===== src/rtl/core_id_issue_q_if.sv =====
// Upstream/downstream handshake bundle of the ID issue queue.
// The queue binds to the slave modport; the environment driving it uses master.
interface core_id_issue_q_if #(
   parameter int PC_W   = 32,
   parameter int INST_W = 32
);
   // upstream (IF -> queue)
   logic              valid_in;
   logic              ready_in;
   logic [PC_W-1:0]   i_pc;
   logic [INST_W-1:0] i_inst;
   logic              i_branch_predict;
   // downstream (queue -> ID)
   logic              valid_out;
   logic              ready_out;
   logic [PC_W-1:0]   o_pc;
   logic [INST_W-1:0] o_inst;
   logic              o_branch_predict;

   modport master (
      output valid_in, i_pc, i_inst, i_branch_predict, ready_out,
      input  ready_in, valid_out, o_pc, o_inst, o_branch_predict
   );

   modport slave (
      input  valid_in, i_pc, i_inst, i_branch_predict, ready_out,
      output ready_in, valid_out, o_pc, o_inst, o_branch_predict
   );
endinterface


===== src/rtl/core_id_issue_q.sv =====
// DEPTH-entry in-order issue queue between IF and the ID decoder.
// The head entry is held in a register loaded from the next read address,
// so the storage array is only ever read through a flop. Issue is held
// while the head has a RAW hazard against any producer port.
module core_id_issue_q #(
   parameter int DEPTH   = 4,
   parameter int PC_W    = 32,
   parameter int INST_W  = 32,
   parameter int NUM_HAZ = 2,
   parameter int CNT_W   = 16
) (
   input  logic                     clk,
   input  logic                     rst,
   core_id_issue_q_if.slave         q_if,
   input  logic                     i_head_rs1_ren,
   input  logic                     i_head_rs2_ren,
   input  logic [5*NUM_HAZ-1:0]     i_haz_rd_idx,
   input  logic [NUM_HAZ-1:0]       i_haz_rd_wen,
   input  logic                     i_pipe_flush_req,
   output logic [$clog2(DEPTH):0]   o_count,
   output logic [CNT_W-1:0]         o_stall_cnt
);

   localparam int PTR_W = $clog2(DEPTH);
   localparam int OCC_W = PTR_W + 1;
   // entry layout: {pc, inst, branch_predict}
   localparam int ENT_W = PC_W + INST_W + 1;

   logic [ENT_W-1:0] mem_q [DEPTH];
   logic [ENT_W-1:0] head_q, head_d;
   logic [PTR_W-1:0] rd_ptr_q, rd_ptr_d;
   logic [PTR_W-1:0] wr_ptr_q, wr_ptr_d;
   logic [OCC_W-1:0] count_q, count_d;
   logic [CNT_W-1:0] stall_q, stall_d;

   logic [ENT_W-1:0] in_entry;
   logic [INST_W-1:0] head_inst;
   logic [4:0] head_rs1, head_rs2;
   logic [NUM_HAZ-1:0] haz_hit;
   logic empty, full, raw_conflict, push, pop;
   logic [OCC_W-1:0] cnt_after_pop;

   assign in_entry  = {q_if.i_pc, q_if.i_inst, q_if.i_branch_predict};
   assign head_inst = head_q[INST_W:1];
   assign head_rs1  = head_inst[19:15];
   assign head_rs2  = head_inst[24:20];

   // Per-producer RAW check against the head's source registers; x0 never hazards.
   for (genvar gi = 0; gi < NUM_HAZ; gi++) begin : g_haz
      logic [4:0] rd_idx;
      assign rd_idx      = i_haz_rd_idx[5*gi +: 5];
      assign haz_hit[gi] = i_haz_rd_wen[gi] & (rd_idx != 5'd0) &
                           ((i_head_rs1_ren & (head_rs1 == rd_idx)) |
                            (i_head_rs2_ren & (head_rs2 == rd_idx)));
   end

   assign raw_conflict = |haz_hit;
   assign empty        = (count_q == '0);
   assign full         = (count_q == OCC_W'(DEPTH));
   assign push         = q_if.valid_in & ~full & ~i_pipe_flush_req;
   assign pop          = q_if.valid_out & q_if.ready_out;

   assign q_if.ready_in         = ~full;
   assign q_if.valid_out        = ~empty & ~raw_conflict & ~i_pipe_flush_req;
   assign q_if.o_pc             = head_q[ENT_W-1 -: PC_W];
   assign q_if.o_inst           = head_inst;
   assign q_if.o_branch_predict = head_q[0];
   assign o_count               = count_q;
   assign o_stall_cnt           = stall_q;

   // Next-state for pointers, occupancy, head register and stall counter.
   always_comb begin
      cnt_after_pop = count_q - OCC_W'(pop);
      rd_ptr_d      = rd_ptr_q + PTR_W'(pop);
      wr_ptr_d      = wr_ptr_q + PTR_W'(push);
      count_d       = cnt_after_pop + OCC_W'(push);
      // An entry pushed into a queue that is empty after this cycle's pop
      // becomes the head directly; its array slot is not yet written.
      if (push && (cnt_after_pop == '0)) begin
         head_d = in_entry;
      end else if (cnt_after_pop != '0) begin
         head_d = mem_q[rd_ptr_d];
      end else begin
         head_d = '0;
      end
      stall_d = stall_q;
      if (~empty & raw_conflict & ~i_pipe_flush_req & (stall_q != {CNT_W{1'b1}})) begin
         stall_d = stall_q + CNT_W'(1);
      end
      if (i_pipe_flush_req) begin
         rd_ptr_d = '0;
         wr_ptr_d = '0;
         count_d  = '0;
         head_d   = '0;
      end
   end

   // Entry storage: written at the write pointer, no reset needed.
   always_ff @(posedge clk) begin
      if (!rst && push) begin
         mem_q[wr_ptr_q] <= in_entry;
      end
   end

   // Control state with synchronous reset; reset dominates flush.
   always_ff @(posedge clk) begin
      if (rst) begin
         rd_ptr_q <= '0;
         wr_ptr_q <= '0;
         count_q  <= '0;
         head_q   <= '0;
         stall_q  <= '0;
      end else begin
         rd_ptr_q <= rd_ptr_d;
         wr_ptr_q <= wr_ptr_d;
         count_q  <= count_d;
         head_q   <= head_d;
         stall_q  <= stall_d;
      end
   end

endmodule


===== src/flat_wrapper.sv =====
// flat-port wrapper written by rule: the top's interface ports become plain ports
module core_id_issue_q_flat 
#(
   parameter int DEPTH   = 4,
   parameter int PC_W    = 32,
   parameter int INST_W  = 32,
   parameter int NUM_HAZ = 2,
   parameter int CNT_W   = 16
)
  (clk, rst, i_head_rs1_ren, i_head_rs2_ren, i_haz_rd_idx, i_haz_rd_wen, i_pipe_flush_req, o_count, o_stall_cnt, q_if_valid_in, q_if_i_pc, q_if_i_inst, q_if_i_branch_predict, q_if_ready_out, q_if_ready_in, q_if_valid_out, q_if_o_pc, q_if_o_inst, q_if_o_branch_predict);
  core_id_issue_q_if #(.PC_W(PC_W), .INST_W(INST_W)) q_if_i ();
  input  logic clk;
  input  logic rst;
  input  logic i_head_rs1_ren;
  input  logic i_head_rs2_ren;
  input  logic [5*NUM_HAZ-1:0] i_haz_rd_idx;
  input  logic [NUM_HAZ-1:0] i_haz_rd_wen;
  input  logic i_pipe_flush_req;
  output logic [$clog2(DEPTH):0] o_count;
  output logic [CNT_W-1:0] o_stall_cnt;
  input wire logic [$bits(q_if_i.valid_in)-1:0] q_if_valid_in;
  input wire logic [$bits(q_if_i.i_pc)-1:0] q_if_i_pc;
  input wire logic [$bits(q_if_i.i_inst)-1:0] q_if_i_inst;
  input wire logic [$bits(q_if_i.i_branch_predict)-1:0] q_if_i_branch_predict;
  input wire logic [$bits(q_if_i.ready_out)-1:0] q_if_ready_out;
  output wire logic [$bits(q_if_i.ready_in)-1:0] q_if_ready_in;
  output wire logic [$bits(q_if_i.valid_out)-1:0] q_if_valid_out;
  output wire logic [$bits(q_if_i.o_pc)-1:0] q_if_o_pc;
  output wire logic [$bits(q_if_i.o_inst)-1:0] q_if_o_inst;
  output wire logic [$bits(q_if_i.o_branch_predict)-1:0] q_if_o_branch_predict;
  assign q_if_i.valid_in = q_if_valid_in;
  assign q_if_i.i_pc = q_if_i_pc;
  assign q_if_i.i_inst = q_if_i_inst;
  assign q_if_i.i_branch_predict = q_if_i_branch_predict;
  assign q_if_i.ready_out = q_if_ready_out;
  assign q_if_ready_in = q_if_i.ready_in;
  assign q_if_valid_out = q_if_i.valid_out;
  assign q_if_o_pc = q_if_i.o_pc;
  assign q_if_o_inst = q_if_i.o_inst;
  assign q_if_o_branch_predict = q_if_i.o_branch_predict;
  core_id_issue_q #(.DEPTH(DEPTH), .PC_W(PC_W), .INST_W(INST_W), .NUM_HAZ(NUM_HAZ), .CNT_W(CNT_W)) u_core (.clk(clk), .rst(rst), .q_if(q_if_i), .i_head_rs1_ren(i_head_rs1_ren), .i_head_rs2_ren(i_head_rs2_ren), .i_haz_rd_idx(i_haz_rd_idx), .i_haz_rd_wen(i_haz_rd_wen), .i_pipe_flush_req(i_pipe_flush_req), .o_count(o_count), .o_stall_cnt(o_stall_cnt));
endmodule

===== config.mk =====
export PLATFORM = sky130hd
export DESIGN_NAME = core_id_issue_q_flat
export DESIGN_NICKNAME = d
export VERILOG_FILES = /design/src/rtl/core_id_issue_q_if.sv /design/src/rtl/core_id_issue_q.sv /design/src/flat_wrapper.sv
export SDC_FILE = /design/constraint.sdc
export NUM_CORES = 1
export LEC_CHECK = 0
export CAP_MARGIN = 10
export CORE_MARGIN = 2
export CORE_UTILIZATION = 49
export CTS_CLUSTER_DIAMETER = 40
export DETAILED_ROUTE_END_ITERATION = 12
export GPL_ROUTABILITY_DRIVEN = 0
export GPL_TIMING_DRIVEN = 0
export PLACE_DENSITY = 0.78
export SETUP_SLACK_MARGIN = 0.05
export SLEW_MARGIN = 20
export SYNTH_ARGS = -nofsm -noshare
export SYNTH_HDL_FRONTEND = slang
export SYNTH_SLANG_ARGS = --single-unit

===== constraint.sdc =====
create_clock -name clk -period 9.25 [get_ports clk]
set_input_delay 2.3125 -clock clk [delete_from_list [all_inputs] [get_ports clk]]
set_output_delay 2.3125 -clock clk [all_outputs]
set_load 0.03 [all_outputs]

==> results.cfg <==
[clock_tree]
insertion_delay_ns = 0.53
cts_root_buf = clkbuf_16
cts_made_buffers = 41
postCtsHoldBufs = 0
clock_path_buffers = 3
clock-sinks = 348
clk_pin_slew_worst_paths_ns = 0.05
post_cts_buffers = 0
cts_htree_levels = 2
cts.repair.resized = 0
cts_tree = yes

[placement]
dp_slack_ns = 2.38
numPortBuffers = 169
placed_area_sq_um = 15400
dp_hpwl_microns = 17900

[worst_setup_path]
path_max_fanout = 3
path_buf_inv = 2
crit_arrival_ns = 4.60
cp_slowest_cell = clkdlybuf4s50_1
start_kind = input pin
critPathRequiredTime_ns = 6.94
crit_type = in2out
r2r-start = u_core.head_q[25]$_SDFF_PP0_
critPathTopFamily = buffers and inverters
crit_path_end_kind = output port
crit_top_cell = clkdlybuf4s50_1
path_cells = clkdlybuf4s50_1, or4_1, o21ai_1, o22ai_1, nor3_1, clkdlybuf4s50_1
critical-path-max-stage-delay_ns = 0.71
crit_start = i_haz_rd_idx[5]

[route]
drt-vias-per-instance = 5.67
highest-signal-layer = met4
num_vias = 7542
drt_iter0_drc = 583
wl_met3_microns = 2040
met1_length_microns = 11500
ant_nets = 0
dr.pass1.iters = 5
wl_met2_microns = 13500
routed_wl_microns = 27500
drc = 0
wire_per_inst_microns = 20.7

[logic_synthesis]
synth.distinct_cells = 42
syn_inst = 735
synthAdderAreaFrac_pct = 0.674
ys_seq_elements = 348
synth_top_family_by_area = multiplexers
syn_nets = 826
ys_warn_count = 0
postSynthAreaPerCell_sq_um = 17.7
synth_area_sq_um = 13000
synth-simple-area-share_pct = 5.76
yosys.area_share.xor_xnor_pct = 1.55
ys_seq_area_share_pct = 73.6
synth-compound-area-share_pct = 5.12
synthMuxAreaShare_pct = 11.8

[die]
die_w_microns = 167
die_area_sq_um = 27800
boundaryPins = 170
core_sq_um = 26100
rows = 59
initial_core_util_pct = 49.9
die_h_microns = 167

[power_and_ir_drop]
leakage_nw = 5.46
p_per_area_nw_per_um2 = 208
irDropWorstVdd_mv = 0.149

[global_routing]
grt_max_degree = 41
antenna_found_initial = 2
gr-total-overflow = 0
grt_pass1_wl_microns = 43600
grt_pass1_vias = 7988
grt_usage_pct = 20.0

[timing]
tightest_slew_ns = 0.887
hold_violations = 0
slew_violations = 0
rsz0062_at_grt = false
finalSetupViolCount = 0
finalClockSkew_ns = 0.0289
post-route-period-util_pct = 74.7
max_freq_mhz = 145
whs_ns = 0.499
layout_setup_ws_ns = 2.34
fin_crit_ns = 6.91
slew_headroom_pct = 40.9

[final_layout]
layout_common_cells = 260 x edfxtp_1, 169 x clkdlybuf4s50_1, 88 x dfxtp_1, 79 x nor2_1
postLayoutCellArea_sq_um = 16700
layout_commonest_cell = edfxtp_1
drive_gt1_share_pct = 16.2
syn2layout_area_growth_pct = 28.5
n_fill_cell = 1843
fin_nets = 1052

[status]
outcome = complete, no violations

[hold_path]
hold_path_class = reg2reg
min-delay-start = u_core.o_stall_cnt[14]$_SDFFE_PP0P_

[job]
cap_violations = 0
==> final timing paths <==
| path | end | slack (ns) | depth (start not counted) |
|---|---|---|---|
| min reg2reg | u_core.o_stall_cnt[14]$_SDFFE_PP0P_ | 0.50 | 2 |
| min | u_core.o_stall_cnt[14]$_SDFFE_PP0P_ | 0.50 | 2 |
| max reg2reg | u_core.head_q[25]$_SDFF_PP0_ | 5.08 | 15 |
| max | q_if_valid_out | 2.34 | 6 |
==> cell type report <==
class / instances / area, sq um / share of cell area, %
Sequential cell: 348 / 9570 / 57.3
Multi-Input combinational cell: 341 / 3270 / 19.6
Timing Repair Buffer: 183 / 1930 / 11.5
Clock buffer: 58 / 1120 / 6.71
Tap cell: 335 / 419 / 2.51
Clock inverter: 17 / 203 / 1.21
Buffer: 40 / 170 / 1.02
Inverter: 6 / 22.5 / 0.135
Antenna cell: 1 / 2.50 / 0.0150
==> synthesized netlist by cell type (all sizes together) <==
cell	number	area, sq um
edfxtp	260	7810
dfxtp	88	1760
nor2	81	304
a22oi	65	488
mux4	65	1460
buf	21	98.8
clkbuf	19	71.3
xor2	17	149
a21oi	10	50.1
nand3	9	45.0
o21ai	9	48.8
and2	8	50.1
nor4	8	101
ha	7	87.6
inv	6	22.5
mux2	6	67.6
nand2	6	22.5
nand4	6	37.5
nor2b	6	37.5
or4	6	45.0
xnor2	6	52.6
or3	5	31.3
o31ai	4	30.0
and3	3	18.8
a32oi	2	17.5
nor3	2	10.0
o21a	2	15.0
or2	2	12.5
and4	1	8.76
nand3b	1	7.51
nor3b	1	7.51
nor4b	1	8.76
o22a	1	10.0
o22ai	1	6.26
==> tightest hold or removal path: cells and delay by family (launching register included) <==
family | cells | cell delay (ns)
compound gates | 2 | 0.13
flops | 1 | 0.32
==> kinds of logic (layout without fill, tap and decap cells) <==
| kind of cell | after synthesis | after routing |
|---|---|---|
| and+or+nand+nor | 146 | 146 |
| muxes | 71 | 71 |
| adders and majority gates | 7 | 7 |
| DFF | 348 | 348 |
| other | 0 | 1 |
| buffers and inverters | 46 | 304 |
| AOI/OAI and AO/OA | 94 | 94 |
| xor gates and xnor gates | 23 | 23 |
==> power by group <==
group / switching (mW) / total, mW / internal [mW] / leakage, nW
combinational: 0.122 / 0.219 / 0.0970 / 1.76
clock: 0.610 / 1.55 / 0.939 / 0.637
sequential: 0.00851 / 1.71 / 1.70 / 3.06
==> registers in the layout, summed over array words and instances (netlist names) <==
signal,count
u_core.mem_q,260
u_core.head_q,65
u_core.o_stall_cnt,16
u_core.o_count,3
u_core.rd_ptr_q,2
u_core.wr_ptr_q,2
==> per-stage QoR <==
step / TNS [ns] / cells / util [%] / total power, mW
final: 0 / 1329 / 64.1 / 3.48
after global routing: 0 / 1328 / 64.1 / 3.58
after CTS: 0 / 1328 / 64.1 / 3.50
after detailed placement: 0 / 1253 / 59.0 / 1.96
after global placement: -54.93 / 1239 / 58.0 / 1.95
after floorplan: 0 / 735 / - / 1.85
==> per-layer routing <==
metal	GRT usage, %	vias to the layer above
li1	-	3392
met1	26.7	3801
met2	32.7	299
met3	4.54	50
met4	6.93	0
met5	0	-
Note: power is estimated with default switching activity, not from simulation.
